`config.mk`:
```
export PLATFORM = sky130hd
export DESIGN_NAME = byte_parity_ctrl
export DESIGN_NICKNAME = d
export VERILOG_FILES = /design/src/rtl/byte_parity_pkg.sv /design/src/rtl/bpc_timeout_timer.sv /design/src/rtl/byte_parity_ctrl.sv
export SDC_FILE = /design/constraint.sdc
export NUM_CORES = 1
export LEC_CHECK = 0
export BUFFER_PORTS_ARGS = -buffer_cell sky130_fd_sc_hd__buf_2
export CAP_MARGIN = 20
export CORE_UTILIZATION = 35
export CTS_CLUSTER_DIAMETER = 100
export DETAILED_ROUTE_END_ITERATION = 16
export GPL_ROUTABILITY_DRIVEN = 0
export SYNTH_ARGS = -nofsm -noshare
export SYNTH_HDL_FRONTEND = slang
export SYNTH_SLANG_ARGS = --single-unit
export TNS_END_PERCENT = 10
```
`constraint.sdc`:
```
create_clock -name clk -period 2.56 [get_ports clk]
set_clock_uncertainty 0.15 [all_clocks]
set_input_delay 0.128 -clock clk [delete_from_list [all_inputs] [get_ports clk]]
set_output_delay 0.128 -clock clk [all_outputs]
set_load 0.02 [all_outputs]
```
`src/rtl/byte_parity_pkg.sv`:
```
// Shared constants for the byte_parity controller: FSM state encoding and parameter defaults.
package byte_parity_pkg;
  localparam int BP_DATA_WIDTH = 8;
  localparam int BP_LEN_W      = 8;
  localparam int BP_TIMEOUT    = 16;

  localparam logic [2:0] ST_IDLE   = 3'd0;
  localparam logic [2:0] ST_FETCH  = 3'd1;
  localparam logic [2:0] ST_START  = 3'd2;
  localparam logic [2:0] ST_WAIT   = 3'd3;
  localparam logic [2:0] ST_OUTPUT = 3'd4;
endpackage

```
`src/rtl/bpc_timeout_timer.sv`:
```
// WAIT-state watchdog (built only with BPC_TIMEOUT_EN): load clears, count while en,
// expire is high on the TIMEOUT-th consecutive counted cycle; no backpressure.
`ifdef BPC_TIMEOUT_EN
module bpc_timeout_timer import byte_parity_pkg::*; #(
  parameter int TIMEOUT = BP_TIMEOUT
) (
  input  logic clk,
  input  logic reset,
  input  logic load,
  input  logic en,
  output logic expire
);
  localparam int CW = $clog2(TIMEOUT + 1);

  logic [CW-1:0] count;

  always_ff @(posedge clk or posedge reset) begin
    if (reset) begin
      count <= '0;
    end else if (load) begin
      count <= '0;
    end else if (en && !expire) begin
      count <= count + CW'(1);
    end
  end

  assign expire = en && (count == CW'(TIMEOUT - 1));
endmodule
`endif

```
`src/rtl/byte_parity_ctrl.sv`:
```
// Burst sequencer for one byte_parity datapath; min 4-cycle pair latency, out_valid/out_parity held under
// out_ready backpressure, only FETCH accepts operands. BPC_TIMEOUT_EN adds a watchdog on the datapath wait.
module byte_parity_ctrl import byte_parity_pkg::*; #(
  parameter int DATA_WIDTH = BP_DATA_WIDTH,
  parameter int LEN_W      = BP_LEN_W
`ifdef BPC_TIMEOUT_EN
  ,
  parameter int TIMEOUT    = BP_TIMEOUT
`endif
) (
  input  logic                  clk,
  input  logic                  reset,
  input  logic                  req_valid,
  output logic                  req_ready,
  input  logic [LEN_W-1:0]      req_len,
  input  logic                  in_valid,
  output logic                  in_ready,
  input  logic [DATA_WIDTH-1:0] in_a,
  input  logic [DATA_WIDTH-1:0] in_b,
  output logic [DATA_WIDTH-1:0] dp_byte_a,
  output logic [DATA_WIDTH-1:0] dp_byte_b,
  output logic                  dp_start,
  input  logic                  dp_done,
  input  logic [DATA_WIDTH-1:0] dp_parity,
  output logic                  out_valid,
  input  logic                  out_ready,
  output logic [DATA_WIDTH-1:0] out_parity,
  output logic                  out_last,
  output logic                  burst_done,
  output logic [DATA_WIDTH-1:0] burst_checksum,
  output logic                  err_timeout,
  output logic                  busy
);
  logic [2:0]       state;
  logic [LEN_W-1:0] remaining;
  logic             last_pair;
  logic             timeout_hit;

  assign req_ready = (state == ST_IDLE);
  assign in_ready  = (state == ST_FETCH);
  assign dp_start  = (state == ST_START);
  assign busy      = (state != ST_IDLE);
  assign last_pair = (remaining == LEN_W'(1));

`ifdef BPC_TIMEOUT_EN
  logic err_q;

  bpc_timeout_timer #(.TIMEOUT(TIMEOUT)) u_timer (
    .clk    (clk),
    .reset  (reset),
    .load   (state == ST_START),
    .en     (state == ST_WAIT),
    .expire (timeout_hit)
  );

  // dp_done on the terminal-count cycle is a normal completion, so it masks the abort.
  always_ff @(posedge clk or posedge reset) begin
    if (reset) begin
      err_q <= 1'b0;
    end else if (state == ST_IDLE && req_valid) begin
      err_q <= 1'b0;
    end else if (state == ST_WAIT && !dp_done && timeout_hit) begin
      err_q <= 1'b1;
    end
  end

  assign err_timeout = err_q;
`else
  assign timeout_hit = 1'b0;
  assign err_timeout = 1'b0;
`endif

  always_ff @(posedge clk or posedge reset) begin
    if (reset) begin
      state          <= ST_IDLE;
      remaining      <= '0;
      dp_byte_a      <= '0;
      dp_byte_b      <= '0;
      out_valid      <= 1'b0;
      out_parity     <= '0;
      out_last       <= 1'b0;
      burst_done     <= 1'b0;
      burst_checksum <= '0;
    end else begin
      burst_done <= 1'b0;
      case (state)
        ST_IDLE: begin
          if (req_valid) begin
            burst_checksum <= '0;
            remaining      <= req_len;
            if (req_len == '0) begin
              burst_done <= 1'b1;
            end else begin
              state <= ST_FETCH;
            end
          end
        end
        ST_FETCH: begin
          if (in_valid) begin
            dp_byte_a <= in_a;
            dp_byte_b <= in_b;
            state     <= ST_START;
          end
        end
        ST_START: begin
          state <= ST_WAIT;
        end
        ST_WAIT: begin
          if (dp_done) begin
            out_parity <= dp_parity;
            out_valid  <= 1'b1;
            out_last   <= last_pair;
            state      <= ST_OUTPUT;
          end else if (timeout_hit) begin
            // Abort drops the pair in flight and everything still pending in the burst.
            remaining  <= '0;
            burst_done <= 1'b1;
            state      <= ST_IDLE;
          end
        end
        ST_OUTPUT: begin
          if (out_ready) begin
            burst_checksum <= burst_checksum ^ out_parity;
            out_valid      <= 1'b0;
            out_last       <= 1'b0;
            if (remaining != '0) begin
              remaining <= remaining - LEN_W'(1);
            end
            if (remaining <= LEN_W'(1)) begin
              burst_done <= 1'b1;
              state      <= ST_IDLE;
            end else begin
              state <= ST_FETCH;
            end
          end
        end
        default: begin
          state <= ST_IDLE;
        end
      endcase
    end
  end
endmodule

```
==> results.md, run 1 <==
- Synthesized Nets: 237
- Yosys warning count: 0
- #FFs+latches synth: 46
- Iter 0 DRT Violations: 56
- Initial antenna violation count: 0
- DIE AREA: around 0.0067 mm^2
- Number of vias after detailed routing: about 1900
- Post-layout net count: around 340
- Max Fclk: 482.2 MHz
- # setup viols final: 0
- Sequential cell area: 0.001151 mm^2
- Slew @ Worst Pin: 530.2 ps
- Setup bufs post-CTS: 0
- Worst Hold Class: in2reg
- DRC Markers: 0
- RSZ-0062 raised after global routing: no
- Yosys top cell by area: dfrtp_1
- # diodes: 0
- Worst slew margin: 0.6455
- Main area contributors after synthesis: dfrtp_1 52%, mux2_2 12%, xor2_1 3.1%
- Layout cells sized above 1: 0.4046
- Fin. Hold Viols: 0
- Power per standard cell area: 1099 mW/mm^2
- Row Count: 28
- Metal-1 WL: approximately 2200 um
- Final worst-path cycle share: 0.8101
- Post-Syn Area: 0.002225 mm^2
- Cell Count, Final, Fillers Out: 379
- CTS Root Cell: clkbuf_8
- H-tree depth: 2
- Via-to-Cell Ratio: 4.968
- Synth unique cells: 44
- Post-synthesis sequential area ratio: 0.5174
- MaxCap Viol Count: 0
- Sinks on Clock Net: 46
- Crit-path max FO: 13
- Post-CTS Resized: 0
- Fillers: 558
- Worst Setup Path Type: reg2reg
- Number of detailed-route iterations in the first pass: 4
- Area grow syn2layout: 38.19%
- Largest net degree at the start of global routing: 26
- CP Capture Type: register
- Chip height: approximately 80 um
- Setup TNS: 0 ps
- Met2 wire len: 2518 um
- WL met3: ~240 um
- Die width: 81.73 um
- Max Slew Vio Count: 0
- Worst-path clk slew: about 80 ps
- Grt ovf: 0
- Number of global-route vias before repair: 1902
- Hpwl dp: roughly 3500 um
- GRT Util Overall: 0.1639
- Multi-input gate area: 988.4 um^2
- CTS Buffer Depth: 2
- Initial Util: 0.3692
- Outcome: finished clean
- Clk_lat worst skew: 290 ps
- Worst Path Arrival: 2100 ps
- Top Metal Used: met4
- CP required: between 2000 and 3000 ps
- Post-Synthesis Cells: ~200
- Post-route ant nets: 0
- Number of port buffers: 76
- Syn Area/Cell: ~11 um^2
- Static Leak: 1.458 nW
- Final WL: 5023 um
- CTS tree: yes
- Routed WL per cell: between 10 and 15 um
- Global-route wire length before repair: between 8000 and 9000 um
- Synth top area share: 0.5174
- Io pins: 78
- Final Critical Period: 2074 ps
- Core Area: 0.006026 mm^2
- Maximum VDD drop: 0.5533 mV
- TritonCTS Buffers: 5
- Hold_buf cts: 29
- Critical Path Source Type: register
- Placed cell count: roughly 340
[Yosys cell counts, drive strengths merged]
| library cell | count |
|---|---|
| nor3 | 6 |
| mux2 | 25 |
| o21ai | 6 |
| a211oi | 1 |
| nand3 | 7 |
| a31oi | 6 |
| o211a | 1 |
| mux2i | 1 |
| nand2 | 14 |
| inv | 7 |
| and3 | 1 |
| nor3b | 2 |
| ha | 3 |
| xor2 | 8 |
| or3b | 1 |
| o22ai | 3 |
| nand2b | 3 |
| dfrtp | 46 |
| o32ai | 1 |
| or3 | 2 |
| conb | 1 |
| nor4bb | 1 |
| or4 | 1 |
| a22o | 2 |
| clkbuf | 1 |
| o211ai | 1 |
| buf | 9 |
| o31ai | 1 |
| a21oi | 11 |
| nand4 | 3 |
| and2 | 1 |
| nor2b | 1 |
| a31o | 1 |
| nor2 | 15 |
| nor4 | 2 |
| a21o | 1 |
[area by class of cell]
class | count | share of cell area
tap | 75 | 0.03053
clock buffer | 7 | 0.02483
inverter | 7 | 0.008547
clock inverter | 1 | 0.009768
sequential | 46 | 0.3744
multi-input combinational | 133 | 0.3215
timing repair buffer | 110 | 0.2304
[through the flow]
stage	setup slack [ps]	total power (W)	util	hold slack, ps	instance area, um^2
finish	486.3	0.003378	0.5102	37.60	3074
global route	295.9	0.003633	0.5102	32.67	3074
CTS	475.3	0.003423	0.5102	24.12	3074
detailed placement	495.0	0.002845	0.4444	59.71	2678
global placement	544.6	0.002815	0.4444	46.96	2678
floorplan	698.3	0.002393	-	85.30	2225
[power by group]
part | leakage (nW) | internal [W] | switching, W
combinational | 0.842 | 0.000658 | 0.000838
clock | 0.0524 | 0.000292 | 0.000234
sequential | 0.564 | 0.00105 | 0.000307
[state kept, by name, indices dropped and copies added (netlist names), 3 cells and up]
register        flops
burst_checksum      8
dp_byte_a           8
dp_byte_b           8
out_parity          8
remaining           8
state               3
[layout by cell type (no fill, tap or decap), types with 7 or more instances in the layout]
cell type	Yosys	final
xor2_1	8	8
nand3_1	7	7
buf_2	4	76
dfrtp_1	46	46
dlygate4sd3_1	0	29
nor2_1	14	14
mux2_2	24	24
a21oi_1	11	11
nand2_1	14	14
[path summary, 6_finish.rpt]
path | startpoint | to | slack [ps] | depth (start not counted)
max in group asynchronous | reset | remaining[7]$_DFFE_PP0P_ | 1300 | 4
min reg2reg | dp_byte_a[1]$_DFFE_PP0P_ | dp_byte_a[1]$_DFFE_PP0P_ | 360 | 1
min | req_len[4] | remaining[4]$_DFFE_PP0P_ | 40 | 3
min in group asynchronous | reset | out_parity[0]$_DFFE_PP0P_ | 270 | 3
max reg2reg | state[2]$_DFFE_PP0P_ | remaining[1]$_DFFE_PP0P_ | 490 | 4
max | state[2]$_DFFE_PP0P_ | remaining[1]$_DFFE_PP0P_ | 490 | 4
[critical path, stage by stage (launching register included)]
cell     delay, ps
dfrtp_1        560
mux2i_1        190
nor3_4         310
and2_1         410
mux2_4         330
[routing by layer]
layer  GRT usage  up-vias
met5           0        -
met3     0.03556        4
met2      0.2893       53
met4     0.05088        0
li1            -      906
met1      0.1975      920
[cell families (layout without fill, tap and decap cells)]
kind of cell / after synthesis / in the layout / synth area share
compound gates: 35 / 35 / 0.09731
xor+xnor: 8 / 8 / 0.03150
fa+ha+maj: 3 / 3 / 0.01687
buf+inv: 17 / 125 / 0.04106
flops: 46 / 46 / 0.5174
mux: 26 / 26 / 0.1327
other cells: 1 / 1 / 0.001686
simple gates: 60 / 60 / 0.1614
No activity file was read; power rests on OpenSTA's default activity.
==> run 2, diff against run 1 <==
Clock period 2.56 ns to 2 ns, I/O delays scaled along.
==> run 2 against run 1 <==
Compared with the run above: final area rose by 4.3%; worst setup slack got worse by 350 ps; fmax rose by 11%; die area did not move; sequential power rose by 27%; combinational power rose by 39%; critical endpoint is now remaining[6]$_DFFE_PP0P_.
==> results.md, run 2 (synthesis results as in run 1) <==
- Final WL: 5226 um (+4.0%)
- Hpwl dp: 3605 um (+4.4%)
- Worst Setup Path Type: reg2reg
- Largest net degree at the start of global routing: 20 (-23%)
- Io pins: 78 (unchanged)
- Max Slew Vio Count: 0 (unchanged)
- Cell chain of the critical path: inv_1, ha_1, or3b_2, o31ai_1, a31oi_1, a21oi_1
- Worst path slowest cell: or3b_2
- Number of global-route vias before repair: 1952 (+2.6%)
- Maximum VDD drop: 0.8010 mV (+45%)
- H-tree depth: 2 (unchanged)
- MaxCap Viol Count: 0 (unchanged)
- CTS tree: yes
- Outcome: finished clean
- Initial antenna violation count: 0 (unchanged)
- Final worst-path cycle share: 0.9308 (+0.1207)
- Hold_buf cts: 34 (+17%)
- CP Capture Type: register
- Layout cells sized above 1: 0.4250 (+0.02039)
- Final Cell Area: 0.003206 mm^2 (+4.3%)
- Row Count: 28 (unchanged)
- Setup TNS: 0 ps (unchanged)
- CP required: 2080 ps (-510 ps)
- DRC Markers: 0 (unchanged)
- Clk_lat worst skew: 300 ps (about the same)
- Fin. Hold Viols: 0 (unchanged)
- Initial Util: 0.3692 (unchanged)
- Area grow syn2layout: 44.09%
- Core Area: 0.006026 mm^2 (unchanged)
- Crit-path max FO: 4 (-9)
- CP delay by family, top: simple AND/OR/NAND/NOR gates
- Post-CTS Resized: 0 (unchanged)
- Final Critical Period: 1862 ps (-212.2 ps)
- CTS Root Cell: clkbuf_8
- Static Leak: 1.525 nW (+4.5%)
- Global-route wire length before repair: 8873 um (+5.7%)
- Setup bufs post-CTS: 0 (unchanged)
- Chip height: 81.73 um (unchanged)
- CTS Buffer Depth: 2 (unchanged)
- # setup viols final: 0 (unchanged)
- Die width: 81.73 um (unchanged)
- Routed WL per cell: 13.23 um (-0.17%)
- Iter 0 DRT Violations: 89 (+59%)
- RSZ-0062 raised after global routing: no
- Post-route ant nets: 0 (unchanged)
- TritonCTS Buffers: 5 (unchanged)
- Number of port buffers: 76 (unchanged)
- Worst-path clk slew: 90 ps (about the same)
- Number of detailed-route iterations in the first pass: 4 (unchanged)
- Power per standard cell area: 1367 mW/mm^2 (+24%)
- Sinks on Clock Net: 46 (unchanged)
- Slowest cell delay on critical path: 460 ps (-100 ps)
- Number of vias after detailed routing: 1902 (+1.0%)
- Worst Hold Class: in2reg
- Post-layout net count: 360 (+4.7%)
- # diodes: 0 (unchanged)
- Critical Path Source Type: register
- DP Area: 0.002773 mm^2 (+3.6%)
- GRT Util Overall: 0.1738 (+0.009850)
- Max Fclk: 537.2 MHz (+11%)
- Via-to-Cell Ratio: 4.815 (-3.1%)
- Grt ovf: 0 (unchanged)
- Worst path bufs/invs: 1 (+1)
- Commonest non-fill, non-tap cell in the layout: buf_2
- Commonest non-fill, non-tap cells in the layout: 76 x buf_2, 46 x dfrtp_1, 34 x dlygate4sd3_1
- Worst Path Arrival: 1940 ps (-160 ps)
- DIE AREA: 0.006679 mm^2 (unchanged)
==> run 2: final cells by class <==
type                    count  area (um^2)
multi-input cells         133        988.4
clock inverters             3        23.77
flip-flops and latches     46         1151
well taps                  75        93.84
inverters                   7        26.28
repair buffers            126        853.3
clock buffers               5        68.82
fillers                   569         2820
==> run 2: power by group <==
part / internal (W) / total, W / switching, W / leakage, nW
sequential: 0.00134 / 0.00171 / 0.000368 / 0.564
combinational: 0.000950 / 0.00208 / 0.00113 / 0.920
clock: 0.000250 / 0.000587 / 0.000337 / 0.0408
total: 0.00254 / 0.00438 / 0.00184 / 1.52
==> run 2: path summary, 6_finish.rpt <==
check	start	end	slack [ps]	depth (start not counted)
min reg2reg	dp_byte_b[2]$_DFFE_PP0P_	dp_byte_b[2]$_DFFE_PP0P_	360	1
max in group asynchronous	reset	dp_byte_b[1]$_DFFE_PP0P_	900	4
max reg2reg	remaining[0]$_DFFE_PP0P_	remaining[6]$_DFFE_PP0P_	140	6
min in group asynchronous	reset	out_parity[3]$_DFFE_PP0P_	210	3
max	remaining[0]$_DFFE_PP0P_	remaining[6]$_DFFE_PP0P_	140	6
min	req_len[4]	remaining[4]$_DFFE_PP0P_	20	3
==> run 2: metal layers <==
layer  global-route usage  share of wire  vias up  wire length, um
met1               0.2225           0.47      908             2456
met3              0.03111          0.050        2              263
met2               0.2992           0.47       55             2481
met4              0.04737         0.0048        0               25
met5                    0              0        -                0
li1                     -              -      937                -
==> run 2: tightest hold or removal path: cells and delay by family <==
family,cells,cell delay [ps]
AO/OA/AOI/OAI,2,230
buffers and inverters,1,90
==> run 2: stage by stage <==
stage                     std cells  total power, W  setup slack, ps  utilization  hold slack [ps]
after global placement          353        0.003733            236.8       0.4601           -26.78
after detailed placement        353        0.003767            186.8       0.4601           -19.75
after floorplan                 196        0.003063            138.3            -            57.30
final                           395        0.004381            138.5       0.5320            15.59
after CTS                       395        0.004423            147.5       0.5320           0.5281
after global routing            395        0.004724            8.430       0.5320            42.47
